**src/rtl/branch_predict_fetch.sv**
```systemverilog
// Fetch-side PC generator with a 2-bit bimodal branch history table.
// Predicts B-type branches at fetch, trains the table from the execute-stage
// resolution, and redirects/flushes on a mispredicted branch or any jump.
module branch_predict_fetch #(
  parameter int              XLEN        = 32,
  parameter int              BHT_ENTRIES = 64,
  parameter logic [XLEN-1:0] RESET_PC    = '0
) (
  input  logic            clk,
  input  logic            reset,
  input  logic            stall,
  input  logic [31:0]     fetch_instr,
  output logic [XLEN-1:0] pc,
  output logic            pred_taken,
  input  logic            ex_valid,
  input  logic            ex_is_branch,
  input  logic            ex_branch,
  input  logic            ex_pred_taken,
  input  logic [XLEN-1:0] ex_pc,
  input  logic [XLEN-1:0] ex_target,
  input  logic            ex_jump,
  input  logic [XLEN-1:0] ex_jump_target,
  output logic            flush,
  output logic [31:0]     branch_count,
  output logic [31:0]     mispred_count
);

  localparam int              IDX         = $clog2(BHT_ENTRIES);
  localparam logic [6:0]      OP_BRANCH   = 7'b1100011;
  localparam logic [XLEN-1:0] INSTR_BYTES = XLEN'(4);
  localparam logic [1:0]      WEAK_NT     = 2'b01;

  logic [1:0]             bht [BHT_ENTRIES];
  logic [IDX-1:0]         fetch_idx;
  logic [IDX-1:0]         ex_idx;
  logic                   is_branch_op;
  logic signed [XLEN-1:0] b_imm;
  logic [XLEN-1:0]        pred_target;
  logic [XLEN-1:0]        redirect_pc;
  logic                   mispredict;
  logic                   train;
  logic                   unused_bits;

  // Two-bit saturating counter step toward the resolved direction.
  function automatic logic [1:0] sat_update(input logic [1:0] ctr, input logic taken);
    logic [1:0] nxt;
    nxt = ctr;
    if (taken && ctr != 2'b11)
      nxt = ctr + 2'b01;
    else if (!taken && ctr != 2'b00)
      nxt = ctr - 2'b01;
    return nxt;
  endfunction

  assign fetch_idx    = pc[IDX+1:2];
  assign ex_idx       = ex_pc[IDX+1:2];
  assign is_branch_op = (fetch_instr[6:0] == OP_BRANCH);

  // Only the immediate, opcode and alignment bits matter here; the rest is tied off.
  assign unused_bits = ^{fetch_instr[24:12], pc[1:0], ex_pc[1:0]};

  // Prediction and redirect decode (combinational, same cycle as fetch / EX).
  always_comb begin
    b_imm       = {{(XLEN-12){fetch_instr[31]}}, fetch_instr[7], fetch_instr[30:25],
                   fetch_instr[11:8], 1'b0};
    pred_target = pc + $unsigned(b_imm);
    pred_taken  = is_branch_op & bht[fetch_idx][1];
    mispredict  = ex_valid & ((ex_is_branch & (ex_branch != ex_pred_taken)) | ex_jump);
    train       = ex_valid & ex_is_branch;
    // Reset already discards every pipeline register, so no flush is raised during it.
    flush       = mispredict & ~reset;
    if (ex_jump)
      redirect_pc = ex_jump_target;
    else if (ex_branch)
      redirect_pc = ex_target;
    else
      redirect_pc = ex_pc + INSTR_BYTES;
  end

  // Fetch PC: reset > mispredict redirect > stall hold > predicted/sequential.
  always_ff @(posedge clk) begin
    if (reset)
      pc <= RESET_PC;
    else if (mispredict)
      pc <= redirect_pc;
    else if (!stall)
      pc <= pred_taken ? pred_target : pc + INSTR_BYTES;
  end

  // BHT training from EX; ignores stall. A same-index fetch read sees the old value.
  always_ff @(posedge clk) begin
    if (reset) begin
      for (int i = 0; i < BHT_ENTRIES; i++)
        bht[i] <= WEAK_NT;
    end else if (train) begin
      bht[ex_idx] <= sat_update(bht[ex_idx], ex_branch);
    end
  end

  // Resolved-branch and redirect statistics, both free-running with wrap.
  always_ff @(posedge clk) begin
    if (reset) begin
      branch_count  <= '0;
      mispred_count <= '0;
    end else begin
      if (train)
        branch_count <= branch_count + 32'd1;
      if (mispredict)
        mispred_count <= mispred_count + 32'd1;
    end
  end

endmodule

```
**config.mk**
```make
export PLATFORM = sky130hd
export DESIGN_NAME = branch_predict_fetch
export DESIGN_NICKNAME = d
export VERILOG_FILES = /design/src/rtl/branch_predict_fetch.sv
export SDC_FILE = /design/constraint.sdc
export NUM_CORES = 1
export LEC_CHECK = 0
export ABC_CLOCK_PERIOD_IN_PS = 4300
export BUFFER_PORTS_ARGS = -buffer_cell sky130_fd_sc_hd__buf_2
export CORE_MARGIN = 10
export CORE_UTILIZATION = 52
export CTS_CLUSTER_DIAMETER = 80
export CTS_CLUSTER_SIZE = 20
export DETAILED_ROUTE_END_ITERATION = 16
export HOLD_SLACK_MARGIN = 0.08
export PLACE_DENSITY_LB_ADDON = 0.15
export RECOVER_POWER = 50
export SKIP_LAST_GASP = 1
export SYNTH_ARGS = -nofsm -noshare
export SYNTH_HDL_FRONTEND = slang
export SYNTH_SLANG_ARGS = --single-unit
```
**constraint.sdc**
```tcl
create_clock -name clk -period 4.3 [get_ports clk]
set_input_delay 0.86 -clock clk [delete_from_list [all_inputs] [get_ports clk]]
set_output_delay 0.86 -clock clk [all_outputs]
set_load 0.05 [all_outputs]
```
-- Word level (Yosys, flattened, before mapping)
Memory sizes are Yosys's and may differ from the RTL's. A register that Yosys moved wholly into a read port is not among the register bits.
Cells that the tools add are included.
- logic and storage cells: 46
- bits in latches: 0
- memories: 1
- flip-flop bits (word level): 96
- bits of input ports: 136
- RAM bits: 128
- bits in read-only memories: 0
- output and inout port bits: 98
- memory list (memory ; words ; width ; rd ports ; clocked after Yosys merged registers in ; write ports ; RTL line ; text):
    bht ; 64 ; 2 ; 2 ; 1 ; 64 ; 33 ; logic [1:0] bht [BHT_ENTRIES];
- order comparisons: 0
- eq/ne operators: 4
- reduce and logical (&&, ||, !) cells: 5
- shifts and indexed selects: 0
- mux-type cells: 19
- $add $sub $neg: 7
- divide/modulo/power cells: 0
- $mul: 0
- bitwise logic cells: 7
- operators by type and width (cell ; number):
    32-bit two-way mux ; 5
    32-bit by 1-bit adder with 32-bit output (second input constant) ; 2
    32-bit by 3-bit adder with 32-bit output (second input constant) ; 2
    32-bit adder ; 1
    6-bit two-way mux ; 3
    2-bit two-way mux ; 5
    7-bit == test (second input constant) ; 1
    1-bit two-way mux ; 6
    1-bit AND ; 5
    2-bit by 1-bit adder with 2-bit output (second input constant) ; 1
    1-bit logical AND ; 2
    2-bit by 1-bit inequality test with 1-bit output (second input constant) ; 1
    2-bit inequality test (second input constant) ; 1
    2-bit nonzero test ; 1
    2-bit OR reduction ; 1
    2-bit by 1-bit subtractor with 2-bit output (second input constant) ; 1
    1-bit zero test ; 1
    1-bit inequality test ; 1
    1-bit inverter ; 1
    1-bit OR ; 1

-- Depth between registers and ports, before layout
Gate-level depths: netlist (run 1).
An unclocked memory read counts as a cell.
- depth after elaboration: 8
- depth in mapped cells: 17

-- Worst setup path after synthesis (run 1)
OpenSTA, ideal clock, no wires.
- path type: in2reg
- from: in ex_pc[2]
- to: mem bht[10][0] (data pin)
- stages: 11
- slack: 457 ps
- arrival: 3552 ps
- cell sequence: buf_4 buf_2 mux4_2 mux2i_1 nor2_1 or4_4 ha_1 mux2i_1 xnor2_4 buf_2 nand3_1
- RTL lines (item ; RTL line ; text):
    start: declaration ; 19 ; input logic [XLEN-1:0] ex_pc,
    end: declaration ; 33 ;

==> impl_metrics.csv, run 1 <==
group,metric,value,unit
outcome,status,"finished, violations left",
outcome,violations,"capacitance limit, slew limit",
yosys,synth_compound_area_frac,0.156,
routing,firstDrtPassIters,5,
worst_setup_path,cp_data_arrival_time,3.11,ns
yosys,ys_async_sr_fraction,0,
job,maxCapViolations,1,
yosys,synth_top_area_cell,"edfxtp_1",
yosys,synth_nets,1848,
routing,dr_wl_met2,23.0,mm
worst_setup_path,critPathKind,"reg -> out",
timing,slew_headroom,-0.230,
routing,top_layer_used,"met4",
yosys,synth_top_area_frac,0.257,
timing,period_minus_slack,3.97,ns
yosys,syn_area,14900,sq um
finish,final_common_cell,"nor2_1",
floorplan,die_w,190,um
clocking,cts_setup_buffers,0,
routing,num_vias,13889,
worst_setup_path,critPathCaptureType,"output port",
worst_setup_path,crit_chain,"mux4_2 > mux2i_1 > a311o_1 > nor4_1 > o21ai_4 > inv_2 > buf_2",
worst_setup_path,slowest_stage,"dfxtp_1",
global_routing,grt_max_degree,62,
timing,fmax,252,MHz
worst_setup_path,crit_path_start_kind,"register",
floorplan,core,28100,sq um
finish,mostFrequentLayoutCells,"219 x nor2_1, 152 x nand2_1, 128 x edfxtp_1",
yosys,yosys_register_bits,230,
worst_setup_path,reg2reg_slack,0.81,ns
yosys,synth-seq-area-share,0.394,
yosys,post_synth_mux_area_share,0.0745,
finish,layout.nets,2034,
floorplan,num_rows,61,
timing,clock_skew,0.0221,ns
timing,fin_crit_sh,0.924,
worst_setup_path,crit_family,"flip-flops",
clocking,cts_sinks,230,
floorplan,die_area,35900,sq um
clocking,cts-root-buf,"clkbuf_16",
routing,met1_length,18.9,mm
routing,wl,48.1,mm
finish,multiInputGateArea,8390,sq um
timing,setup_viol,0,
yosys,yosys.area_share.simple,0.234,
finish,fillers,2598,
global_routing,grt_pass1_wl,75.1,mm
min_path,hp-start,"pc[0]",
timing,drv_slew,40,
clocking,ctsHoldBuffers,0,
global_routing,grt_pass1_vias,13553,
worst_setup_path,critPathMaxFanout,12,
yosys,ys_warn_count,0,
yosys,syn_avg_cell_area,8.92,sq um
worst_setup_path,required,3.44,ns
timing,finalHoldViolCount,0,
power,p_leak,0.00597,uW
timing,worst_slew_pin_slew,1.84,ns
clocking,cts-resized-gates,0,
timing,final.setup.worst_slack,0.328,ns
finish,fin_util,0.601,
placement,place_congestion,0.940,
timing,holdWs,0.466,ns
placement,dp_hpwl,36.1,mm
worst_setup_path,worst-path-buf-inv,2,
yosys,synth_adder_area_share,0.0315,
floorplan,start_util,0.532,
routing,wire_per_inst,21.3,um
routing,met3_length,4.50,mm
power,cellPowerDensity,316,nW/um^2
yosys,synth_top_family_by_area,"simple AND/OR/NAND/NOR gates",
finish,syn_to_final_growth,13.0,%
worst_setup_path,crit_end,"pred_taken",
worst_setup_path,ff2ff_path_depth,10,
floorplan,io_pins,234,
clocking,cts_made_buffers,17,
clocking,cts_tree,"yes",
yosys,synth-edff-count,128,
worst_setup_path,cp.depth,7,
yosys,syn_inst,1675,
routing,ant_nets,0,
yosys,ys.flop_type,"edfxtp_1",
clocking,clockBufferDepth,3,
finish,regArea,5890,sq um
timing,rsz0062_at_grt,"no",
finish,drive_gt1_frac,0.160,
min_path,worst_hold_path_type,"reg -> reg",
worst_setup_path,critPathMaxStageDelay,0.76,ns
clocking,cts.clk_slew.worst_paths,0.07,ns
global_routing,gr-total-overflow,0,
floorplan,die_y,190,um
routing,drt_iter0_drc,1181,
routing,viasPerCell,6.16,
yosys,yosysUniqueCellTypes,85,
routing,drc_errors,0,
clocking,cts-htree-levels,1,
global_routing,antenna_found_initial,3,
placement,portBuffers,220,
power,ir_worst_vdd,271,uV
yosys,yosys-top-cells-area,"edfxtp_1 26%, dfxtp_1 14%, nor2_1 5.5%",
placement,pre_cts_slack,-0.0186,ns
global_routing,grt_usage,0.258,
yosys,synth_xor_area_frac,0.0646,
clocking,insertion_delay,0.51,ns
-- worst min-delay path, delay by kind of cell (launching register included) --
family           cells  cell delay, ns
flip-flops           1            0.31
AO/OA/AOI/OAI        1            0.06
AND/OR/NAND/NOR      1            0.05
-- flip-flops by register name (all words and copies together) (netlist names), named ones only --
name and count:
bht 128, branch_count 32, mispred_count 32, pc 32
-- where the power goes --
group	leakage, uW	total [uW]	internal, uW	switching (uW)
registers	0.00195	2450	2370	84.4
logic	0.00375	1200	429	767
clock network	0.000273	1690	857	833
-- layout make-up --
cell class              instances  area share
flip-flops and latches        230       0.349
diodes                          4    0.000593
clock inverters                 7     0.00549
inverters                      32     0.00712
clock buffers                  23      0.0278
multi-input cells            1305       0.497
repair buffers                275      0.0853
well taps                     378      0.0280
-- cell families (layout without fill, tap and decap cells) --
kind of cell / count (synthesis) / count (layout)
flops: 230 / 230
xor+xnor: 108 / 108
compound gates: 356 / 356
simple gates: 732 / 732
buf+inv: 140 / 337
mux: 72 / 72
fa+ha+maj: 37 / 37
other cells: 0 / 4
-- worst min-delay path by stage --
stage               depth (start not counted)  slack (ns)  endpoint
floorplan                                   2        0.68     pc[0]
global placement                            2        0.44     pc[0]
detailed placement                          2        0.45     pc[0]
CTS                                         2        0.46     pc[0]
global route                                2        0.50     pc[0]
finish                                      2        0.47     pc[0]
-- per-layer routing --
| layer | GRT usage | up-vias |
|---|---|---|
| li1 | - | 6491 |
| met1 | 0.321 | 6651 |
| met2 | 0.432 | 641 |
| met3 | 0.0583 | 106 |
| met4 | 0.0931 | 0 |
| met5 | 0 | - |
-- cells in the mapped netlist (all sizes together), types with 4 or more instances --
master and n:
a21oi 113, a311oi 4, mux2 14, nor2 221
mux2i 28, nor4 6, nor2b 17, inv 32
o22ai 17, a22o 5, xor2 68, a31oi 10
nor3 86, nor3b 5, and2 5, and4 7
mux4 30, o211ai 10, or2 37, o221ai 6
a221oi 10, and3 25, a21o 25, o21bai 12
or3 16, o21a 9, clkbuf 56, nand4 30
o21ai 62, buf 51, xnor2 40, a22oi 12
a211oi 33, ha 36, edfxtp 128, dfxtp 102
nand2b 26, nand3 89, nand2 152
-- stage by stage --
| stage | area [sq um] | TNS (ns) | total power (uW) | instances |
|---|---|---|---|---|
| 4_1_cts | 17000 | 0 | 5350 | 2250 |
| 6_report | 16900 | 0 | 5340 | 2254 |
| 2_1_floorplan | 14900 | 0 | 3290 | 1675 |
| 3_5_place_dp | 16500 | -0.0608 | 3690 | 2220 |
| 5_1_grt | 16900 | 0 | 5540 | 2252 |
| 3_3_place_gp | 16500 | 0 | 3680 | 2220 |
Note: power is estimated with default switching activity, not from simulation.
==> inputs of run 2 (changes only) <==
Settings changed: CORE_MARGIN 10 to unset, CORE_UTILIZATION 52 to 50, CTS_CLUSTER_DIAMETER 80 to unset.
==> impl_metrics.csv, run 2 (synthesized netlist as in run 1, its figures left out) <==
group,metric,value,unit
clocking,cts-resized-gates,0,
global_routing,grt_pass1_vias,13234,
routing,wire_per_inst,20.4,um
outcome,status,"finished, violations left",
finish,final_common_cell,"nor2_1",
finish,largest_register_ffs,128,
finish,syn_to_final_growth,15.9,%
power,ir_worst_vdd,295,uV
worst_setup_path,critPathCaptureType,"output port",
routing,num_vias,13812,
placement,dp_hpwl,34.4,mm
clocking,cts-htree-levels,1,
worst_setup_path,crit_path_start_kind,"register",
floorplan,die_w,175,um
routing,ant_nets,0,
floorplan,die_area,30600,sq um
power,p_leak,0.00620,uW
routing,firstDrtPassIters,5,
worst_setup_path,cp_data_arrival_time,3.09,ns
timing,rsz0062_at_grt,"no",
finish,layout.nets,2052,
timing,drv_slew,0,
timing,fin_crit_sh,0.919,
timing,finalHoldViolCount,0,
finish,mostFrequentLayoutCells,"219 x nor2_1, 152 x nand2_1, 128 x edfxtp_1",
timing,fmax,253,MHz
global_routing,grt_usage,0.300,
outcome,violations,"capacitance limit",
finish,final_cells,2284,
min_path,worst_hold_path_type,"reg -> reg",
routing,drc_errors,0,
floorplan,die_y,175,um
floorplan,io_pins,234,
placement,place_inst,2234,
finish,drive_gt1_frac,0.172,
worst_setup_path,critPathKind,"reg -> out",
placement,portBuffers,220,
timing,clock_skew,0.0211,ns
placement,place_congestion,0.933,
clocking,clockBufferDepth,3,
clocking,insertion_delay,0.54,ns
routing,drt_iter0_drc,1396,
clocking,cts_made_buffers,27,
job,maxCapViolations,1,
timing,worst_slew_pin_slew,1.50,ns
clocking,cts-root-buf,"clkbuf_16",
global_routing,grt_max_degree,71,
timing,tns,0,ns
timing,setup_viol,0,
global_routing,gr-total-overflow,0,
power,cellPowerDensity,349,nW/um^2
clocking,cts.clk_slew.worst_paths,0.06,ns
clocking,ctsHoldBuffers,0,
worst_setup_path,required,3.44,ns
clocking,cts_tree,"yes",
routing,viasPerCell,6.05,
min_path,hp-start,"pc[0]",
clocking,cts_setup_buffers,0,
global_routing,antenna_found_initial,3,
routing,wl,46.7,mm
global_routing,grt_pass1_wl,72.3,mm
worst_setup_path,critPathMaxFanout,12,
timing,period_minus_slack,3.95,ns
finish,top_register,"bht",
floorplan,num_rows,62,
timing,slew_headroom,0.000189,
clocking,cts_sinks,230,
floorplan,core,29000,sq um
floorplan,start_util,0.515,
## run 2: stage by stage
stage	power [uW]	area, sq um	hold WS (ns)	setup slack, ns	util
3_5_place_dp	3700	16500	0.457	0.00422	0.570
5_1_grt	6250	17300	0.508	0.179	0.597
4_1_cts	6060	17500	0.468	0.328	0.602
3_3_place_gp	3680	16500	0.444	0.0521	0.570
2_1_floorplan	3290	14900	0.676	0.457	-
6_report	6050	17300	0.470	0.350	0.597
## run 2: layer usage
metal	vias up	track usage	share of wire
li1	6526	-	-
met1	6520	0.387	0.40
met2	654	0.506	0.48
met3	108	0.0535	0.085
met4	4	0.103	0.033
met5	-	0	0.00066
## run 2: report_power, final
group          switching (uW)  internal, uW  leakage (uW)
Clock                     932          1460      0.000468
Sequential               82.1          2370       0.00195
Combinational             769           435       0.00378
## run 2: final cells by class
cell class | instances | area, sq um
Multi-Input combinational cell | 1305 | 8380
Tap cell | 384 | 480
Antenna cell | 1 | 2.50
Clock buffer | 40 | 868
Clock inverter | 9 | 83.8
Fill cell | 2634 | 11700
Inverter | 32 | 120
Sequential cell | 230 | 5890
Timing Repair Buffer | 283 | 1490
## run 2: final timing paths
| check | end | slack (ns) | depth (start not counted) |
|---|---|---|---|
| worst max-delay path | pred_taken | 0.35 | 7 |
| worst min-delay path | pc[0] | 0.47 | 2 |
| worst max register to register | pc[20] | 0.79 | 10 |
| worst min register to register | pc[0] | 0.47 | 2 |
## run 2: critical path, stage by stage, from the launching register on
cell and delay (ns):
dfxtp_1 0.70, mux4_2 0.34, mux2i_1 0.12, a311o_1 0.43, o311ai_1 0.40, o21ai_4 0.18, inv_2 0.10, buf_2 0.26
==> inputs of run 3 (changes only) <==
==> constraint.sdc (replaced) <==
create_clock -name clk -period 4.3 [get_ports clk]
set_input_delay 0.215 -clock clk [delete_from_list [all_inputs] [get_ports clk]]
set_output_delay 0.215 -clock clk [all_outputs]
set_load 0.05 [all_outputs]
==> impl_metrics.csv, run 3 (synthesized netlist as in run 1, its figures left out) <==
group,metric,value,unit
min_path,worst_hold_path_type,"in -> reg",
timing,fmax,253,MHz
clocking,clockBufferDepth,3,
timing,period_minus_slack,3.95,ns
worst_setup_path,critPathCaptureType,"register",
routing,ant_nets,0,
worst_setup_path,critPathMaxFanout,23,
worst_setup_path,critPathMaxStageDelay,0.71,ns
worst_setup_path,crit_chain,"mux4_2 > mux2i_1 > a311o_1 > nor4_1 > o21ai_4 > inv_2 > nor3b_1 > a31oi_1 > o22ai_1 > a221oi_2 > dlygate4sd3_1",
timing,finalHoldViolCount,0,
worst_setup_path,crit_family,"compound AO/OA/AOI/OAI gates",
placement,place_congestion,0.969,
floorplan,die_y,175,um
finish,final_common_cell,"nor2_1",
finish,layout.nets,2044,
floorplan,die_w,175,um
routing,wire_per_inst,20.2,um
timing,clock_skew,0.0112,ns
finish,top_register,"bht",
clocking,cts_made_buffers,26,
finish,drive_gt1_frac,0.161,
worst_setup_path,worst-path-buf-inv,2,
worst_setup_path,crit_path_start_kind,"register",
power,cellPowerDensity,338,nW/um^2
clocking,cts-htree-levels,1,
outcome,violations,"capacitance limit, slew limit",
floorplan,io_pins,234,
job,maxCapViolations,1,
timing,tns,0,ns
timing,rsz0062_at_grt,"no",
clocking,cts_sinks,230,
floorplan,die_area,30600,sq um
global_routing,gr-total-overflow,0,
finish,largest_register_ffs,128,
power,ir_worst_vdd,265,uV
timing,drv_slew,88,
clocking,cts-root-buf,"clkbuf_16",
worst_setup_path,critPathKind,"reg -> reg",
global_routing,grt_usage,0.296,
global_routing,grt_pass1_vias,12983,
clocking,cts-resized-gates,0,
power,p_leak,0.00614,uW
global_routing,grt_max_degree,89,
floorplan,core,29000,sq um
finish,fin_util,0.594,
placement,dp_hpwl,32.9,mm
routing,drc_errors,0,
worst_setup_path,slowest_stage,"dfxtp_1",
clocking,insertion_delay,0.54,ns
worst_setup_path,reg2reg_slack,0.35,ns
routing,firstDrtPassIters,5,
floorplan,num_rows,62,
global_routing,antenna_found_initial,6,
clocking,ctsHoldBuffers,18,
finish,mostFrequentLayoutCells,"219 x nor2_1, 152 x nand2_1, 128 x edfxtp_1",
routing,viasPerCell,6.08,
worst_setup_path,cp_data_arrival_time,4.43,ns
routing,drt_iter0_drc,1380,
timing,slew_headroom,-0.189,
timing,setup_viol,0,
placement,portBuffers,220,
worst_setup_path,required,4.78,ns
finish,syn_to_final_growth,15.4,%
global_routing,grt_pass1_wl,71.3,mm
floorplan,start_util,0.515,
timing,worst_slew_pin_slew,1.78,ns
clocking,cts_setup_buffers,0,
clocking,cts_tree,"yes",
routing,num_vias,13863,
outcome,status,"finished, violations left",
routing,wl,46.0,mm
timing,fin_crit_sh,0.919,
clocking,cts.clk_slew.worst_paths,0.06,ns
==> run 3: cell types whose count changed in the layout (fill, tap and decap cells not counted), moves of 3 or more <==
cell	before	now
dlygate4sd3_1	0	18
buf_4	47	30
clkbuf_1	109	105
clkbuf_16	30	27
diode_2	1	4
==> run 3: final timing paths <==
check                                         from  endpoint  cells after the start
worst max-delay path                      register    pc[23]                     11
worst min-delay path            ex_jump_target[19]    pc[19]                      4
worst max register to register            register    pc[23]                     11
worst min register to register               pc[0]     pc[0]                      2
==> run 3: power breakdown <==
group	internal [uW]	total (uW)	switching (uW)	leakage [uW]
clock network	1280	2190	914	0.000418
registers	2370	2460	82.9	0.00195
logic	427	1190	759	0.00377
total	4080	5830	1760	0.00614
==> run 3: layout make-up <==
class	instances	area, sq um
Tap cell	384	480
Antenna cell	4	10.0
Clock inverter	7	52.6
Inverter	32	120
Clock buffer	41	798
Multi-Input combinational cell	1305	8380
Fill cell	2656	11800
Sequential cell	230	5890
Timing Repair Buffer	276	1510
==> run 3: worst register-to-register path, cell delays in order (launching register included) <==
cell and delay, ns:
dfxtp_1 0.71, mux4_2 0.36, mux2i_1 0.12, a311o_1 0.42, nor4_1 0.44, o21ai_4 0.09, inv_2 0.43, nor3b_1 0.14
a31oi_1 0.19, o22ai_1 0.15, a221oi_2 0.30, dlygate4sd3_1 0.57
==> run 3: metrics by stage <==
stage                     power (uW)  hold WS [ns]  cell area [sq um]  setup slack (ns)  std cells
final                           5830        0.0905              17200             0.350       2279
after global placement          3650         0.448              16300             0.465       2209
after floorplan                 3290         0.411              14900             0.898       1675
after detailed placement        3660         0.465              16300             0.332       2209
after global routing            6030         0.117              17200             0.167       2279
after CTS                       5850        0.0942              17400             0.377       2275
==> run 3: layer usage <==
metal	up-vias	part of all wire	GRT usage
met3	116	0.089	0.0587
met4	2	0.037	0.118
met2	679	0.47	0.491
met5	-	0.00037	0
li1	6513	-	-
met1	6553	0.40	0.379
